$ cat config.mk
export PLATFORM = sky130hd
export DESIGN_NAME = affine_seq
export DESIGN_NICKNAME = d
export VERILOG_FILES = /design/src/rtl/affine_seq.sv
export SDC_FILE = /design/constraint.sdc
export NUM_CORES = 1
export LEC_CHECK = 0
export BUFFER_PORTS_ARGS = -buffer_cell sky130_fd_sc_hd__clkbuf_2
export CAP_MARGIN = 20
export CORE_ASPECT_RATIO = 0.6
export CORE_MARGIN = 5
export CORE_UTILIZATION = 40
export CTS_BUF_LIST = sky130_fd_sc_hd__clkbuf_2
export DETAILED_ROUTE_END_ITERATION = 6
export GPL_TIMING_DRIVEN = 0
export PLACE_DENSITY_LB_ADDON = 0.12
export SLEW_MARGIN = 10
export SYNTH_ARGS = -nofsm -noshare
export SYNTH_HDL_FRONTEND = slang
export SYNTH_SLANG_ARGS = --single-unit
$ cat constraint.sdc
create_clock -name clock -period 3 [get_ports clock]
set_input_delay 0.45 -clock clock [delete_from_list [all_inputs] [get_ports clock]]
set_output_delay 0.45 -clock clock [all_outputs]
set_load 0.03 [all_outputs]
$ cat src/rtl/affine_seq.sv
// Sequencer for an external affine/add ALU: captures one request, drives the
// ALU operand bus through its load phases and registers the ALU result.
//
// state | meaning
// IDLE  | waiting for a request (in_ready = 1)
// LD_X  | x-row operands {b1, c12, y, c11, x} loaded into the ALU
// LD_Y  | y-row operands {b2, c22, y, c21, x} loaded; x-row result captured
// CAP_Y | final ALU result captured (add mode dwells two cycles here)
// DONE  | result held on xo/yo until out_ready
module affine_seq #(
  parameter int BUS_WIDTH = 8
) (
  input  logic                   clock,
  input  logic                   n_reset,
  input  logic                   in_valid,
  output logic                   in_ready,
  input  logic                   mode,
  input  logic [BUS_WIDTH-1:0]   x,
  input  logic [BUS_WIDTH-1:0]   y,
  input  logic [BUS_WIDTH-1:0]   c11,
  input  logic [BUS_WIDTH-1:0]   c12,
  input  logic [BUS_WIDTH-1:0]   c21,
  input  logic [BUS_WIDTH-1:0]   c22,
  input  logic [BUS_WIDTH-1:0]   b1,
  input  logic [BUS_WIDTH-1:0]   b2,
  output logic [5*BUS_WIDTH-1:0] alu_ops,
  output logic [4:0]             alu_reg_en,
  output logic                   alu_f_add,
  input  logic [BUS_WIDTH-1:0]   alu_result,
  output logic                   out_valid,
  input  logic                   out_ready,
  output logic [BUS_WIDTH-1:0]   xo,
  output logic [BUS_WIDTH-1:0]   yo
);

  typedef enum logic [2:0] {
    IDLE  = 3'd0,
    LD_X  = 3'd1,
    LD_Y  = 3'd2,
    CAP_Y = 3'd3,
    DONE  = 3'd4
  } state_t;

  state_t state, state_nxt;

  logic                 mode_r;
  logic [BUS_WIDTH-1:0] x_r, y_r, c11_r, c12_r, c21_r, c22_r, b1_r, b2_r;
  logic                 accept;
  logic                 cap_cnt, cap_cnt_nxt;
  logic                 ld_xo, ld_yo;
  logic [BUS_WIDTH-1:0] yo_d;

  always_ff @(posedge clock or negedge n_reset) begin
    if (!n_reset) begin
      state   <= IDLE;
      cap_cnt <= 1'b0;
    end else begin
      state   <= state_nxt;
      cap_cnt <= cap_cnt_nxt;
    end
  end

  always_ff @(posedge clock or negedge n_reset) begin
    if (!n_reset) begin
      mode_r <= 1'b0;
      x_r    <= '0;
      y_r    <= '0;
      c11_r  <= '0;
      c12_r  <= '0;
      c21_r  <= '0;
      c22_r  <= '0;
      b1_r   <= '0;
      b2_r   <= '0;
    end else if (accept) begin
      mode_r <= mode;
      x_r    <= x;
      y_r    <= y;
      c11_r  <= c11;
      c12_r  <= c12;
      c21_r  <= c21;
      c22_r  <= c22;
      b1_r   <= b1;
      b2_r   <= b2;
    end
  end

  always_ff @(posedge clock or negedge n_reset) begin
    if (!n_reset) begin
      xo <= '0;
      yo <= '0;
    end else begin
      if (ld_xo) xo <= alu_result;
      if (ld_yo) yo <= yo_d;
    end
  end

  // The ALU result lags its operand load by one edge, so each row's result
  // is captured in the state after that row was loaded.
  always_comb begin
    state_nxt   = state;
    cap_cnt_nxt = cap_cnt;
    in_ready    = 1'b0;
    out_valid   = 1'b0;
    accept      = 1'b0;
    alu_ops     = '0;
    alu_reg_en  = '0;
    alu_f_add   = 1'b0;
    ld_xo       = 1'b0;
    ld_yo       = 1'b0;
    yo_d        = alu_result;
    case (state)
      IDLE: begin
        in_ready = 1'b1;
        if (in_valid) begin
          accept    = 1'b1;
          state_nxt = LD_X;
        end
      end
      LD_X: begin
        alu_ops    = {b1_r, c12_r, y_r, c11_r, x_r};
        alu_reg_en = 5'b11111;
        alu_f_add  = mode_r;
        state_nxt  = mode_r ? CAP_Y : LD_Y;
        // add mode skips LD_Y, so it dwells an extra cycle in CAP_Y
        cap_cnt_nxt = mode_r;
      end
      LD_Y: begin
        alu_ops     = {b2_r, c22_r, y_r, c21_r, x_r};
        alu_reg_en  = 5'b11111;
        ld_xo       = 1'b1;
        state_nxt   = CAP_Y;
        cap_cnt_nxt = 1'b0;
      end
      CAP_Y: begin
        alu_f_add = mode_r;
        if (cap_cnt == 1'b0) begin
          state_nxt = DONE;
          ld_yo     = 1'b1;
          if (mode_r) begin
            ld_xo = 1'b1;
            yo_d  = '0;
          end
        end else begin
          cap_cnt_nxt = cap_cnt - 1'b1;
        end
      end
      DONE: begin
        out_valid = 1'b1;
        if (out_ready) state_nxt = IDLE;
      end
      default: state_nxt = IDLE;
    endcase
  end

endmodule
[After elaboration in Yosys (flattened, before gate mapping)]
Cells that the tools add are included.
W data, S select, Z words.
Word-level totals
  register bits after elaboration: 85
  logic and storage cells: 48
  output and inout bits: 64
  input bits: 77
Cells by class
  add/sub/neg operators: 1
  reduce and logical (&&, ||, !) cells: 5
  equal/unequal tests: 7
  muxes and demuxes: 22
Operators by type and width (count)
  $pmux W40 S2: 1
  $mux W8: 3
  $pmux W3 S5: 1
  $mux W1: 11
  $mux W3: 3
  $eq A3 B2 Y1 const B: 2
  $ne A2 B2 Y1 const B: 3
  $mux W5: 1
  $reduce_or A2 Y1: 2
  $eq A3 B1 Y1 const B: 1
  $eq A3 B3 Y1 const B: 1
  $logic_not A3 Y1: 1
  $pmux W1 S3: 1
  $reduce_and A3 Y1: 1
  $reduce_bool A3 Y1: 1
  $pmux W1 S2: 1
  $sub A1 B1 Y1 const B: 1

[Longest topological paths before layout]
  depth after elaboration: 3
  depth in mapped cells: 6
  depth with buffers taken out: 3

[Least setup slack after synthesis]
No wires, ideal clock.
  path kind: register to output
  from: register state[2]
  to: output port alu_ops[10]
  buffers on the path: 2
  setup slack: 1109 ps
  arrival: 1441 ps
  stages on the path, launching flop included: 6
  cells stage by stage: dfrtp_1 > buf_4 > nand2b_1 > nor2_1 > buf_2 > a22o_1
On the way
  longest elaborated chain between the ends: 2
  elaborated cells on any way between the ends: 3
  classes of those cells: eq/ne: 2; mux: 1
RTL lines
  from (decl): line 44  | state_t state, state_nxt;
  from (signal assigned): line 58  | state <= state_nxt;
  $eq A3 B2 Y1 or $eq A3 B1 Y1 (tied branches): line 111  | case (state)
  $pmux W40 S2 (*): line 111
  to (decl): line 26  | output logic [5*BUS_WIDTH-1:0] alu_ops,
Every way passes the cells marked *; elsewhere a longest branch is shown, timed or not.

[Worst setup path after layout]
  from: register state[0]
  to: output port alu_ops[36]
The elaborated chain is that of the path after synthesis.

==> results by group <==
Run status
  – Run status: complete, no violations

Timing
  – Post-route setup slack: 0.254 ns
  – RSZ-0062 raised after global routing: no
  – Max Fclk: roughly 360 MHz
  – Final Hold Vio Count: 0
  – Slew @ Worst Pin: 0.592 ns
  – Worst rel slew slack: 60.6%
  – Final setup viols: 0
  – Final period util: 91.5%
  – Tmin final: about 2.7 ns
  – Slew Limit Fails: 0
  – Clk_skew: 0.0124 ns
  – Setup_tns: 0 ns

Cells and area
  – Ant. Diodes: 0
  – Commonest non-fill, non-tap cell in the layout: clkbuf_2
  – Layout cells sized above 1: 59.7%
  – Commonest non-fill, non-tap cells in the layout: clkbuf_2 (149), dfrtp_1 (85), mux2_4 (50), a22o_1 (24), mux2_2 (23)
  – Final nets: 499
  – P&R area growth vs syn: 26.2%
  – Design area: 0.00500 mm²
  – Post-route insts no fill: about 560

Place
  – Placer Congestion: 0.717
  – Placed Area: between 0.004 and 0.005 mm²
  – PortBufs: 140
  – DP Wirelength: 6810 µm
  – Dpl cells: around 550
  – Pre-CTS worst setup slack: 0.703 ns

Synth
  – EDFF count, synth: 0
  – Post-Syn Nets: 346
  – Post-Synthesis Cells: 269
  – Distinct cells, synth: 29
  – Async set or reset register ratio after synthesis: 100%
  – Yosys reg bits: 85
  – Yosys warning total: 0
  – Post-Synthesis Mean Instance Area: 14.7 µm²
  – Sequential fraction of the synthesis area: 53.7%
  – Ys flop type: dfrtp_1
  – Synth Cell Area: just under 0.004 mm²

Routing
  – Vias: 2,618
  – Routed wire per std cell: roughly 16 µm
  – Post-DRT Antenna Nets: 0
  – Final WL: 9120 µm
  – Drt first pass iters: 4
  – Via-to-Cell Ratio: 4.66
  – Drc violations: 0
  – Iter 0 DRT Violations: 54

GRT
  – GRT overflow: 0
  – Vias in the first global route: between 2,000 and 3,000
  – Initial antenna violation count: 0
  – Total track usage: 15.7%
  – First-pass GRT wire length: 14,800 µm
  – Maximum number of pins on one net before global-route repair: 47

CTS
  – Clock Sink Count: 85
  – Clock tree buffer depth: 2
  – Worst-path clk slew: 0.21 ns
  – Clock buffer count from CTS: 9
  – Root Buffer: clkbuf_2
  – H-tree lvl count: 3
  – CTS tree: built
  – Setup Buffers After CTS: 0
  – Worst-Skew Late Latency: approximately 0.52 ns

Die
  – Die area: ~0.012 mm²
  – Die width: 138 µm
  – Initial Utilization: 40.5%
  – Num ports: 141
  – Core Region: roughly 0.01 mm²
  – # rows: 28
  – Die Ht: 87.1 µm

Power and ir drop
  – Pwr/cell area: around 1400 mW/mm²
  – Leak: 2.52 nW
  – Worst IR Drop VDD: 0.655 mV

Worst setup path
  – Reg2reg start: state[0]$_DFFE_PN0P_
  – Register-to-Register Path Depth: 6
  – Arrival @ worst endpoint: 2.30 ns
  – Crit path required time: around 2.6 ns
  – Critical Path End Type: output pin
  – Critical path class: reg -> out
  – R2R Path End: x_r[0]$_DFFE_PN0P_
  – Startpoint Class: flop
  – CP Max Fanout: 10
  – R2R setup slack: 1.33 ns

Worst hold path
  – Hold_sp: out_ready
  – Hold depth: 2
  – Worst Hold Class: in -> reg
  – Hold worst-path end: state[2]$_DFFE_PN0P_

Job
  – Max-cap check violation count: 0
==> registers in the layout, summed over array words and instances (netlist names) <==
signal and cells:
cap_cnt 1, c12_r 8, xo 8, b2_r 8, c22_r 8, b1_r 8
state 3, mode_r 1, yo 8, x_r 8, y_r 8, c21_r 8
c11_r 8
==> cells by family after synthesis <==
| family | Yosys count | synth area share [%] |
|---|---|---|
| buf+inv | 25 | 6.06 |
| compound gates | 37 | 7.11 |
| mux | 74 | 25.7 |
| xor+xnor | 1 | 0.221 |
| simple gates | 47 | 7.17 |
| flops | 85 | 53.7 |
==> worst max-delay path: stages, from the launching register on <==
cell      delay, ns
dfrtp_1        0.40
buf_6          0.16
inv_2          0.06
nor3_2         0.43
buf_2          0.34
a22o_1         0.19
clkbuf_2       0.21
==> cell type report <==
| class | count | area [µm²] |
|---|---|---|
| multi-input cells | 159 | 1600 |
| clock buffers | 10 | 50.0 |
| repair buffers | 142 | 741 |
| plain buffers | 23 | 233 |
| well taps | 135 | 169 |
| flip-flops and latches | 85 | 2130 |
| fillers | 924 | 4770 |
| inverters | 2 | 7.51 |
| clock inverters | 6 | 77.6 |
==> layer usage <==
metal	share of wire, %	global-route usage [%]	vias to the layer above
met2	42	23.0	88
met5	0	0	-
met4	0.98	3.77	0
met1	48	21.5	1271
met3	8.4	7.19	9
li1	-	-	1250
==> how the worst max path moves through the flow <==
stage	start	to	slack (ns)
final	state[0]$_DFFE_PN0P_	alu_ops[36]	0.25
after global routing	state[0]$_DFFE_PN0P_	alu_ops[36]	0.009
after CTS	state[2]$_DFFE_PN0P_	alu_ops[13]	0.04
after detailed placement	state[2]$_DFFE_PN0P_	alu_ops[13]	0.70
after global placement	n_reset	b2_r[6]$_DFFE_PN0P_	0.50
after floorplan	state[2]$_DFFE_PN0P_	alu_ops[10]	1.11
==> cell usage after synthesis (2+ instances only) <==
library cell / count / area share, %
nor2_1: 3 / 0.28
and2_1: 16 / 2.5
a22o_1: 24 / 5.3
dfrtp_1: 85 / 54
nand2_1: 10 / 0.95
o21ai_0: 9 / 1.1
mux2_4: 50 / 19
nor3_1: 2 / 0.25
buf_2: 6 / 0.76
clkbuf_1: 2 / 0.19
mux2_2: 23 / 6.5
buf_4: 7 / 1.3
buf_12: 6 / 3.0
nand2b_1: 10 / 1.6
buf_6: 2 / 0.57
==> repair_timing <==
action | CTS | global route
gates resized for setup | 0 | 1
endpoints found under the setup margin | 0 | 20
hold buffers | 1 | 0
hold endpoints to repair | 39 | 0
==> where the power goes <==
group	switching, mW	leakage [nW]	internal (mW)
registers	0.302	1.02	1.72
logic	2.30	1.42	1.78
clock network	0.378	0.0808	0.272
==> per-stage QoR <==
step / power, mW / util, % / hold WS, ns
2_1_floorplan: 5.13 / - / 0.154
3_3_place_gp: 6.11 / 49.4 / 0.467
3_5_place_dp: 6.18 / 49.7 / 0.474
4_1_cts: 6.85 / 51.1 / 0.0180
5_1_grt: 7.20 / 51.2 / 0.0227
6_report: 6.76 / 51.2 / 0.105
Note: power is estimated with default switching activity, not from simulation.
